==> src/rtl/input_vc_controller_base_pkg.sv <==
// Shared definitions for the input VC controller: link/flit format macros,
// VC state encodings, counter types and flit-type helpers.
`ifndef DW
`define DW 8
`endif
`ifndef BUF_DEPTH
`define BUF_DEPTH 4
`endif
`ifndef BUF_DEPTH_LOG
`define BUF_DEPTH_LOG 2
`endif
`ifndef CREDIT_LBOUND
`define CREDIT_LBOUND 1
`endif
`ifndef HEAD
`define HEAD 2'b01
`endif
`ifndef BODY
`define BODY 2'b00
`endif
`ifndef TAIL
`define TAIL 2'b10
`endif
`ifndef VC_IDLE
`define VC_IDLE 2'd0
`endif
`ifndef VC_WAIT_VA
`define VC_WAIT_VA 2'd1
`endif
`ifndef VC_ACTIVE
`define VC_ACTIVE 2'd2
`endif

package input_vc_controller_base_pkg;

  typedef enum logic [1:0] {
    ST_IDLE    = `VC_IDLE,
    ST_WAIT_VA = `VC_WAIT_VA,
    ST_ACTIVE  = `VC_ACTIVE
  } vc_state_e;

  typedef logic [`BUF_DEPTH_LOG-1:0] ptr_t;
  typedef logic [`BUF_DEPTH_LOG:0]   cnt_t;

  function automatic logic [1:0] flit_type(input logic [`DW-1:0] f);
    return f[`DW-3:`DW-4];
  endfunction

  // A HEAD+TAIL single-flit packet carries both type bits.
  function automatic logic is_head(input logic [1:0] t);
    return (t & `HEAD) == `HEAD;
  endfunction

  function automatic logic is_tail(input logic [1:0] t);
    return (t & `TAIL) == `TAIL;
  endfunction

endpackage

==> src/rtl/input_vc_controller_base_fifo.sv <==
// vc_flit_fifo: BUF_DEPTH-entry flit store with wrapping pointers, occupancy
// count and same-cycle push/pop. Drop/underflow flags exist with INPUT_VC_OVF_CHK_EN.
module vc_flit_fifo
  import input_vc_controller_base_pkg::*;
(
  input  logic           clk,
  input  logic           rstn,
  input  logic           push,
  input  logic           pop,
  input  logic [`DW-1:0] din,
  output logic [`DW-1:0] dout,
  output logic           empty
`ifdef INPUT_VC_OVF_CHK_EN
  ,
  output logic           push_drop,
  output logic           pop_empty
`endif
);

  localparam ptr_t LAST_PTR = ptr_t'(`BUF_DEPTH - 1);
  localparam cnt_t FULL_CNT = cnt_t'(`BUF_DEPTH);

  logic [`DW-1:0] mem_r [`BUF_DEPTH];
  ptr_t           wr_ptr_r;
  ptr_t           rd_ptr_r;
  cnt_t           count_r;
  logic           full_s;
  logic           do_push_s;
  logic           do_pop_s;

  // Occupancy flags and effective push/pop; a full FIFO still accepts when popping.
  always_comb begin
    full_s    = (count_r == FULL_CNT);
    empty     = (count_r == cnt_t'(0));
    do_pop_s  = pop & ~empty;
    do_push_s = push & (~full_s | do_pop_s);
    dout      = mem_r[rd_ptr_r];
  end

`ifdef INPUT_VC_OVF_CHK_EN
  // Protocol-violation flags for the sticky error bits in the top.
  always_comb begin
    push_drop = push & full_s & ~do_pop_s;
    pop_empty = pop & empty;
  end
`endif

  // Storage write.
  always_ff @(posedge clk or negedge rstn) begin
    if (!rstn) begin
      for (int i = 0; i < `BUF_DEPTH; i++) begin
        mem_r[i] <= {`DW{1'b0}};
      end
    end else if (do_push_s) begin
      mem_r[wr_ptr_r] <= din;
    end
  end

  // Pointer and occupancy update.
  always_ff @(posedge clk or negedge rstn) begin
    if (!rstn) begin
      wr_ptr_r <= ptr_t'(0);
      rd_ptr_r <= ptr_t'(0);
      count_r  <= cnt_t'(0);
    end else begin
      if (do_push_s) begin
        wr_ptr_r <= (wr_ptr_r == LAST_PTR) ? ptr_t'(0) : wr_ptr_r + ptr_t'(1);
      end
      if (do_pop_s) begin
        rd_ptr_r <= (rd_ptr_r == LAST_PTR) ? ptr_t'(0) : rd_ptr_r + ptr_t'(1);
      end
      case ({do_push_s, do_pop_s})
        2'b10:   count_r <= count_r + cnt_t'(1);
        2'b01:   count_r <= count_r - cnt_t'(1);
        default: count_r <= count_r;
      endcase
    end
  end

endmodule

==> src/rtl/input_vc_controller_base.sv <==
// Receiver-side controller for one input VC: flit buffering, IDLE/WAIT_VA/ACTIVE
// state machine and credit return. Optional INPUT_VC_OVF_CHK_EN adds sticky ovf_err/udf_err.
module input_vc_controller_base
  import input_vc_controller_base_pkg::*;
#(
  parameter logic [1:0] VCID         = 2'd0,
  parameter cnt_t       INIT_CREDITS = cnt_t'(`BUF_DEPTH - 1)
) (
  input  logic           clk,
  input  logic           rstn,
  input  logic           valid,
  input  logic [`DW-1:0] data,
  output logic           credit_upd,
  output logic [`DW-1:0] flit_out,
  output logic           flit_out_valid,
  output logic           vaReq,
  input  logic           vaGrant,
  output logic           saReq,
  input  logic           pop,
  output logic [1:0]     state
`ifdef INPUT_VC_OVF_CHK_EN
  ,
  output logic           ovf_err,
  output logic           udf_err
`endif
);

  logic      push_s;
  logic      pop_s;
  logic      empty_s;
  logic [1:0] head_type_s;
  vc_state_e state_r;
  vc_state_e state_nxt_s;
  cnt_t      pending_r;
  cnt_t      pending_nxt_s;
  logic      issue_s;
  logic      credit_upd_r;

  // Link acceptance and effective pop.
  always_comb begin
    push_s      = valid & (data[`DW-1:`DW-2] == VCID);
    pop_s       = pop & ~empty_s;
    head_type_s = flit_type(flit_out);
  end

`ifdef INPUT_VC_OVF_CHK_EN
  logic push_drop_s;
  logic pop_empty_s;
  logic ovf_err_r;
  logic udf_err_r;

  vc_flit_fifo u_fifo (
    .clk       (clk),
    .rstn      (rstn),
    .push      (push_s),
    .pop       (pop),
    .din       (data),
    .dout      (flit_out),
    .empty     (empty_s),
    .push_drop (push_drop_s),
    .pop_empty (pop_empty_s)
  );

  // Sticky protocol-violation flags, cleared only by reset.
  always_ff @(posedge clk or negedge rstn) begin
    if (!rstn) begin
      ovf_err_r <= 1'b0;
      udf_err_r <= 1'b0;
    end else begin
      ovf_err_r <= ovf_err_r | push_drop_s;
      udf_err_r <= udf_err_r | pop_empty_s;
    end
  end

  assign ovf_err = ovf_err_r;
  assign udf_err = udf_err_r;
`else
  vc_flit_fifo u_fifo (
    .clk   (clk),
    .rstn  (rstn),
    .push  (push_s),
    .pop   (pop),
    .din   (data),
    .dout  (flit_out),
    .empty (empty_s)
  );
`endif

  // VC state next-state logic on the FIFO head.
  always_comb begin
    state_nxt_s = state_r;
    case (state_r)
      ST_IDLE: begin
        if (!empty_s && is_head(head_type_s)) state_nxt_s = ST_WAIT_VA;
        else                                  state_nxt_s = ST_IDLE;
      end
      ST_WAIT_VA: begin
        if (vaGrant) state_nxt_s = ST_ACTIVE;
        else         state_nxt_s = ST_WAIT_VA;
      end
      ST_ACTIVE: begin
        if (pop_s && is_tail(head_type_s)) state_nxt_s = ST_IDLE;
        else                               state_nxt_s = ST_ACTIVE;
      end
      default: state_nxt_s = ST_IDLE;
    endcase
  end

  // VC state register.
  always_ff @(posedge clk or negedge rstn) begin
    if (!rstn) state_r <= ST_IDLE;
    else       state_r <= state_nxt_s;
  end

  // Pending credits: popped flits add, each issued credit cycle subtracts.
  always_comb begin
    issue_s       = (pending_r != cnt_t'(0));
    pending_nxt_s = pending_r;
    case ({pop_s, issue_s})
      2'b10:   pending_nxt_s = pending_r + cnt_t'(1);
      2'b01:   pending_nxt_s = pending_r - cnt_t'(1);
      default: pending_nxt_s = pending_r;
    endcase
  end

  // Credit counter and registered credit strobe.
  always_ff @(posedge clk or negedge rstn) begin
    if (!rstn) begin
      pending_r    <= INIT_CREDITS;
      credit_upd_r <= 1'b0;
    end else begin
      pending_r    <= pending_nxt_s;
      credit_upd_r <= issue_s;
    end
  end

  assign credit_upd     = credit_upd_r;
  assign flit_out_valid = ~empty_s;
  assign vaReq          = (state_r == ST_WAIT_VA);
  assign saReq          = (state_r == ST_ACTIVE) & ~empty_s;
  assign state          = state_r;

endmodule
==> config.mk <==
export PLATFORM = sky130hd
export DESIGN_NAME = input_vc_controller_base
export DESIGN_NICKNAME = d
export VERILOG_FILES = /design/src/rtl/input_vc_controller_base_pkg.sv /design/src/rtl/input_vc_controller_base_fifo.sv /design/src/rtl/input_vc_controller_base.sv
export SDC_FILE = /design/constraint.sdc
export NUM_CORES = 1
export LEC_CHECK = 0
export ABC_CLOCK_PERIOD_IN_PS = 4600
export CAP_MARGIN = 25
export CORE_MARGIN = 1.5
export CORE_UTILIZATION = 40
export CTS_CLUSTER_DIAMETER = 100
export DETAILED_ROUTE_END_ITERATION = 8
export GPL_TIMING_DRIVEN = 0
export PLACE_DENSITY = 0.7
export SYNTH_ARGS = -nofsm -noshare
export SYNTH_HDL_FRONTEND = slang
export SYNTH_SLANG_ARGS = --single-unit
export TNS_END_PERCENT = 1
==> constraint.sdc <==
create_clock -name clk -period 4.6 [get_ports clk]
set_input_delay 0.92 -clock clk [delete_from_list [all_inputs] [get_ports clk]]
set_output_delay 0.92 -clock clk [all_outputs]
set_load 0.1 [all_outputs]
== Word-level counts from Yosys, hierarchy flattened ==
Cells that the tools add are included.
Operators by class
  add/subtract/negate cells: 6
  magnitude comparators: 3
  equality and inequality tests: 9
  multiplexer cells: 14
  bitwise operators: 9
  reduce and logical (&&, ||, !) cells: 10
Operators with widths (count)
  bitwise mux 32 bit: 1
  2-to-1 mux 8 bit: 3
  binary-select mux 8 bit (select 2 bit): 1
  demux 8 bit (select 2 bit): 1
  one-hot mux 3 bit (2 select lines): 2
  == test 2 bit, second input constant: 5
  2-to-1 mux 2 bit: 4
  adder 3 x 1 -> 3 bit, second input constant: 2
  == test 2 x 1 -> 1 bit, second input constant: 3
  greater-or-equal comparator 3 bit, second input constant: 2
  NOT 2 -> 3 bit: 2
  one-hot mux 2 bit (3 select lines): 1
  subtractor 3 x 1 -> 3 bit, second input constant: 2
  adder 2 x 1 -> 2 bit, second input constant: 2
  bitwise AND 1 bit: 4
  logical NOT 2 bit: 2
  nonzero test 2 bit: 2
  == test 3 bit, second input constant: 1
  logical AND 1 bit: 3
  logical NOT 3 bit: 1
  < comparator 3 x 1 -> 1 bit, second input constant: 1
  nonzero test 3 bit: 1
  NOT 1 bit: 2
  logical NOT 1 bit: 1
  2 further kinds: 2
Word-level totals
  flip-flop bits (word level): 45
  input bits: 13
  output and inout port bits: 14
  logic and storage cells: 61

== Logic depth before layout (Yosys ltp) ==
Gate-level depths: netlist of the first run.
  depth after elaboration: 7
  mapped depth: 9
  gate-level depth less buffers: 8

== Hierarchy ==
Synthesis of the first run repeated with hierarchy kept, for this count alone.
Second synthesis, totals
  cells, all modules: 143
  area total of the unflattened synthesis: 2117.0 um^2
Modules (own cells, without submodules)
  vc_flit_fifo: instances 1, cells each 117, area each 1819.2 um^2, sequential area each 975.9 um^2
  input_vc_controller_base: instances 1, cells each 26, area each 297.8 um^2, sequential area each 152.6 um^2

== Least setup slack after synthesis of the first run ==
Ideal clock, no wire load.
  path kind: register to output
  start point: register state_r[0], in the netlist state[0]
  end point: output port vaReq
  arrival: 2442 ps
  required time: 3680 ps
  path slack: 1238 ps
  stages on the path, launching flop included: 2
  buffers on the path: 0
  cells stage by stage: dfrtp_1 nor2b_1
On the way
  cells in the longest elaborated chain, start to end: 1
Ends and longest elaborated chain
  from (decl): line input_vc_controller_base.sv:32  | vc_state_e state_r;
  from (signal assigned): line input_vc_controller_base.sv:112  | else state_r <= state_nxt_s;
  == test 2 x 1 -> 1 bit: line input_vc_controller_base.sv:139  | assign vaReq = (state_r == ST_WAIT_VA);
  to (decl): line input_vc_controller_base.sv:16  | output logic vaReq,
Every way passes these cells.

== Worst setup path in the final report of the first run ==
  start point: register u_fifo.rd_ptr_r[1]
  end point: output port flit_out[5]
On the way
  cells in the longest elaborated chain, start to end: 4
Ends and longest elaborated chain
  from (decl): line input_vc_controller_base_fifo.sv:25  | ptr_t rd_ptr_r;
  from (signal assigned): line input_vc_controller_base_fifo.sv:63  | rd_ptr_r <= ptr_t'(0);
  from (signal assigned): line input_vc_controller_base_fifo.sv:70  | rd_ptr_r <= (rd_ptr_r == LAST_PTR) ? ptr_t'(0) : rd_ptr_r + ptr_t'(1);
  NOT 2 -> 3 bit (implied by the code): line input_vc_controller_base_fifo.sv:37  | dout = mem_r[rd_ptr_r];
  binary-select mux 8 bit (select 2 bit): line input_vc_controller_base_fifo.sv:37
  2-to-1 mux 8 bit (implied by the code) (2 in a row): line input_vc_controller_base_fifo.sv:37
  to (decl): line input_vc_controller_base.sv:14  | output logic [`DW-1:0] flit_out,
Every way passes these cells. The select of a mux whose other input is x is not followed.

==> impl_results.md, run 1 <==
- Yosys cell types: 26
- Avg WL per Cell: 15.11 microns
- Detailed Route Iter0 Violations: 25
- Yosys top cell by area: dfrtp_1
- Post_cts resized: 0
- Worst slew pin tran: 0.9840 ns
- Max-slew violations: 0
- Post-Synthesis Cells: 138
- Via count: 1,197
- Top cell type's share of synthesized area: 0.5104
- Most common cell in the netlist: dfrtp_1
- Period minus WS final: 3.506 ns
- Warnings, synthesis: 0
- DRT antenna net count: 0
- Cts hold-fix bufs: 0
- CTS tree: yes
- Die height: 75.60 microns
- Post-Syn Nets: 160
- Setup TNS: 0 ns
- R2R Path End: pending_r[2]
- Clock sink count: 45
- Dpl hpwl: 2699 microns
- CP max FO: 9
- Gpl congestion: 0.6306
- Root buffer cell: clkbuf_8
- Arr. time, crit path: 2.59 ns
- Rows: 26
- Ports: 27
- Share of cells above drive strength 1: 0.3179
- Effective utilization at floorplan: 0.4128
- Clock transition at the registers of the reported paths: 0.09 ns
- Number of global-route vias before repair: 1,294
- Total grt overflow: 0
- Worst r2r src: u_fifo.count_r[0]
- Chip Width: 75.60 microns
- Vias per inst: 4.926
- Flop2flop setup slack: 2.24 ns
- Final layout net count: 194
- Number of port buffers: 26
- H-tree depth: 2
- CP required: 3.68 ns
- FF+latch count, synth: 45
- DRT Pass-1 Iters: 4
- Inserted Diodes: 0
- Worst setup path class: reg -> out
- Top_reg_cell synth: dfrtp_1
- RSZ-0062 raised after global routing: false
- First-pass GRT wire length: 5968 microns
- Syn_area_per_cell: 15.28 sq um
- Post-CTS Setup Bufs: 0
- Worst hold start: u_fifo.count_r[2]
- Total global-route track usage: 0.1467
- Final hold vios: 0
- Fmax: 0.2852 GHz
- Area delta synth->final: 22.02%
- Longest Clk Path Bufs: 2
- Post-Route WL: 3672 microns
- Period utilization: 0.7623
- Clk_lat worst skew: 0.30 ns
- Final setup fails: 0
- Fin Clk Skew: 0.01194 ns
- Path type of the worst min-delay path: reg -> reg
- Worst Hold Path EP: u_fifo.count_r[2]
- Pin count of the biggest net entering global routing: 34
- Post-synthesis async set-or-reset flop share: 1.000
- Filler instances: 453
- Core area: 5107 sq um
- Number of remaining DRC errors: 0
- Reg2Reg Depth: 9
- Synth area leaders: dfrtp_1 51%, mux2_2 14%, mux4_2 8.5%, ha_1 4.2%, nand3_4 3.3%
- Mapped Area: 2108 sq um
- Outcome: complete, no violations
- Rel. slew slack: 0.3419
- Die area: 5715 sq um
- Max_cap viols: 0
- Clock buffer count from CTS: 5
- CP Capture Type: output port
- Hold Path Depth: 1
- Register area share after synthesis: 0.5353
- CP Launch Type: flop
- Synth top cells by count: 43 x dfrtp_1, 27 x mux2_2, 9 x and2_1
- Initial antenna violation count: 0
- Number of flops mapped to enable cells by yosys: 0
## final cells by class
class | count | area [sq um] | share of cell area
plain buffers | 4 | 23.77 | 0.009241
clock buffers | 7 | 96.34 | 0.03745
multi-input cells | 82 | 929.6 | 0.3614
flip-flops and latches | 45 | 1129 | 0.4387
clock inverters | 1 | 5.005 | 0.001946
well taps | 70 | 87.58 | 0.03405
repair buffers | 27 | 275.3 | 0.1070
inverters | 7 | 26.28 | 0.01021
## how the worst max path moves through the flow
stage                             end  cells after the start          startpoint  slack, ns
floorplan                       vaReq                      1            state[0]       1.24
global placement          flit_out[4]                      3  u_fifo.rd_ptr_r[1]       1.40
detailed placement  u_fifo.count_r[1]                      7                 pop       1.40
CTS                       flit_out[5]                      3  u_fifo.rd_ptr_r[1]       1.06
global route              flit_out[5]                      3  u_fifo.rd_ptr_r[1]       1.01
finish                    flit_out[5]                      3  u_fifo.rd_ptr_r[1]       1.09
## worst max-delay path: stages (launching register included)
cell and delay [ns]:
dfrtp_1 0.35, clkbuf_1 0.45, mux4_2 0.35, clkdlybuf4s50_1 1.13
## stage by stage
step,cell area [sq um],setup WS [ns],utilization,instances,hold WS [ns]
5_1_grt,2572,1.007,0.5037,243,0.5004
3_5_place_dp,2471,1.396,0.4838,235,0.4662
4_1_cts,2572,1.060,0.5037,243,0.4887
3_3_place_gp,2456,1.398,0.4809,234,0.4497
2_1_floorplan,2108,1.238,-,138,0.4352
6_report,2572,1.094,0.5037,243,0.4884
## state kept, by name, indices dropped and copies added, names as in the netlist
signal           cells
u_fifo.wr_ptr_r      2
pending_r            3
u_fifo.count_r       3
u_fifo.mem_r        32
state                2
u_fifo.rd_ptr_r      2
credit_upd           1
## kinds of logic after synthesis
logic type / synth area share
flops: 0.5353
mux: 0.2451
simple gates: 0.1015
buf+inv: 0.02374
fa+ha+maj: 0.06053
xor+xnor: 0.02493
compound gates: 0.008903
## layout by cell type, fill, tap and decap left out, types with 2 or more instances in the layout
cell type | Yosys | layout
ha_1 | 7 | 7
clkbuf_1 | 2 | 2
nand3_4 | 4 | 4
and2_1 | 9 | 9
dfstp_2 | 2 | 2
buf_2 | 1 | 2
or3_1 | 2 | 2
mux2_2 | 27 | 27
mux2_1 | 2 | 2
inv_1 | 7 | 7
nor2_1 | 5 | 5
clkdlybuf4s50_1 | 0 | 25
dfrtp_1 | 43 | 43
mux4_2 | 8 | 8
xnor2_1 | 3 | 3
xor2_1 | 3 | 3
fa_1 | 2 | 2
clkbuf_8 | 0 | 7
nor2b_1 | 2 | 2
## layer usage
metal	vias up	share of wire	track usage
met3	9	0.032	0.03704
met1	619	0.43	0.1783
met5	-	0	0
met2	17	0.51	0.2456
met4	0	0.024	0.06944
li1	552	-	-
Power of run 1 is left out: the tool's default activity adds up to more than one toggle a clock period on the data nets, which glitch-free logic cannot reach.
==> run 2: changes to the inputs <==
- ABC_CLOCK_PERIOD_IN_PS: 4600 -> 3050
- PLACE_DENSITY: 0.7 -> 0.72
- clock period: 4.6 -> 3.05 ns (I/O delays scaled with it)
==> run 2 against run 1 <==
Against the previous run:
- cell area decreased by 0.92%
- sequential cell count unchanged
- routed wire length increased by 6.3%
- via count increased by 0.42%
- count of clock-buffer cells in the layout decreased by 1
- cell count unchanged
- global-route usage increased by 0.53 points
- die area unchanged
- first-iteration DRC count increased by 120%
- largest cell class unchanged
- highest routed layer unchanged
==> impl_results.md, run 2 (synthesis gave the netlist of run 1 again) <==
- Outcome: complete, no violations
- Via count: 1,202 (+0.42%)
- Gpl congestion: 0.6790 (+7.7%)
- Clock transition at the registers of the reported paths: 0.08 ns (about the same)
- Max-slew violations: 0 (unchanged)
- Period minus WS final: 2.929 ns
- Core area: 5107 sq um (unchanged)
- Clock buffer count from CTS: 5 (unchanged)
- Rel. slew slack: 0.3272 (-0.01474)
- Post-Place Cells: 234 (-0.43%)
- Cts hold-fix bufs: 0 (unchanged)
- Non-Filler Instances: 243 (unchanged)
- Final setup fails: 0 (unchanged)
- Worst Path Buf+Inv: 2 (unchanged)
- Crit-path cells: clkbuf_1 -> mux4_2 -> dlygate4sd2_1
- Commonest non-fill, non-tap cell in the layout: dfrtp_1
- Detailed Route Iter0 Violations: 55 (+120%)
- Arr. time, crit path: 2.32 ns (-0.27 ns)
- DRT Pass-1 Iters: 4 (unchanged)
- Effective utilization at floorplan: 0.4128 (unchanged)
- Sequential Area: 1129 sq um (unchanged)
- Clock sink count: 45 (unchanged)
- CTS tree: yes
- Total grt overflow: 0 (unchanged)
- CP max FO: 9 (unchanged)
- CP required: 2.44 ns (-1.24 ns)
- Clk_lat worst skew: 0.29 ns (about the same)
- Worst setup path class: reg -> out
- Number of remaining DRC errors: 0 (unchanged)
- Dpl hpwl: 2811 microns (+4.2%)
- DRT antenna net count: 0 (unchanged)
- Filler instances: 461 (+1.8%)
- Root buffer cell: clkbuf_8
- Pin count of the biggest net entering global routing: 46 (+35%)
- Area of the multi-input gates: 932.1 sq um (+0.27%)
- Share of cells above drive strength 1: 0.3179 (unchanged)
- Longest Clk Path Bufs: 2 (unchanged)
- Fmax: 0.3414 GHz
- Number of global-route vias before repair: 1,336 (+3.2%)
- Fin Clk Skew: 0.003629 ns (-0.008310 ns)
- Inserted Diodes: 0 (unchanged)
- First-pass GRT wire length: 6285 microns (+5.3%)
- Max_cap viols: 0 (unchanged)
- Die area: 5715 sq um (unchanged)
- Post-CTS Setup Bufs: 0 (unchanged)
- CP Launch Type: flop
- Max reg flops: 32 (unchanged)
- Number of port buffers: 26 (unchanged)
- CP Capture Type: output port
- Post-Route WL: 3902 microns (+6.3%)
- Ports: 27 (unchanged)
- Largest regs: u_fifo.mem_r (32), pending_r (3), u_fifo.count_r (3)
- Rows: 26 (unchanged)
- Initial antenna violation count: 0 (unchanged)
- Most frequent cells in the layout: 43 x dfrtp_1, 27 x mux2_2, 16 x clkdlybuf4s50_1
- Final hold vios: 0 (unchanged)
- Worst slew pin tran: 1.006 ns (+0.02204 ns)
- Biggest register: u_fifo.mem_r
- Avg WL per Cell: 16.06 microns (+6.3%)
- Setup TNS: 0 ns (unchanged)
- Dpl cell area: 2454 sq um (-0.71%)
- Final layout net count: 194 (unchanged)
- RSZ-0062 raised after global routing: false
- Vias per inst: 4.947 (+0.42%)
- Max incr delay on CP: 0.86 ns (-0.27 ns)
- Post_cts resized: 8 (+8)
- Period utilization: 0.9604
- CP top delay family: buffers and inverters
- Area delta synth->final: 20.89%
- H-tree depth: 2 (unchanged)
- Path type of the worst min-delay path: in -> async
- Slowest stage cell, crit path: dlygate4sd2_1
- Chip Width: 75.60 microns (unchanged)
- Total global-route track usage: 0.1520 (+0.005251)
- Die height: 75.60 microns (unchanged)
- Post-route cell area: 2549 sq um (-0.92%)
run 2: worst register-to-register path, cell delays in order (launching register included):
cell      delay, ns
dfrtp_1        0.44
or3_1          0.38
clkbuf_1       0.16
nand2_1        0.18
ha_1           0.23
inv_1          0.07
fa_1           0.37
xor2_1         0.15
nor2_1         0.12
xor2_1         0.16
run 2: metrics by stage:
step | worst slack, ns | hold slack [ns] | utilization
2_1_floorplan | 0.1304 | 0.3144 | -
3_3_place_gp | 0.1780 | 0.4491 | 0.4814
3_5_place_dp | 0.1434 | 0.4692 | 0.4804
4_1_cts | 0.04421 | 0.4886 | 0.4946
5_1_grt | 0.02344 | 0.1187 | 0.4990
6_report | 0.1209 | 0.1268 | 0.4990
run 2: per-layer routing:
| layer | part of all wire | track usage | up-vias |
|---|---|---|---|
| met5 | 0 | 0 | - |
| met3 | 0.023 | 0.03175 | 2 |
| met4 | 0.0036 | 0.05357 | 0 |
| met2 | 0.56 | 0.2729 | 20 |
| li1 | - | - | 550 |
| met1 | 0.42 | 0.1806 | 630 |
run 2: final cells by class:
| class | instances | share of cell area |
|---|---|---|
| Tap cell | 70 | 0.03436 |
| Sequential cell | 45 | 0.4428 |
| Clock buffer | 6 | 0.02847 |
| Inverter | 7 | 0.01031 |
| Buffer | 4 | 0.009327 |
| Multi-Input combinational cell | 82 | 0.3657 |
| Clock inverter | 2 | 0.003927 |
| Timing Repair Buffer | 27 | 0.1051 |
run 2: final timing paths:
path / slack, ns / from / depth (start not counted) / endpoint
max in group asynchronous: 2.44 / rstn / 2 / pending_r[1]
setup / recovery: 0.12 / u_fifo.rd_ptr_r[1] / 3 / flit_out[4]
hold reg to reg: 0.49 / pending_r[2] / 1 / pending_r[2]
hold / removal: 0.13 / rstn / 1 / u_fifo.mem_r[1]
setup reg to reg: 0.72 / u_fifo.count_r[0] / 9 / pending_r[2]
min in group clk: 0.49 / pending_r[2] / 1 / pending_r[2]
Power of run 2 is left out for the same reason.
==> run 3: changes to the inputs <==
- CTS_CLUSTER_DIAMETER: 100 -> 150
==> results of run 3 <==
The final DEF is identical to that of run 2; final timing and power are the same.
Power of run 3 is left out for the same reason.
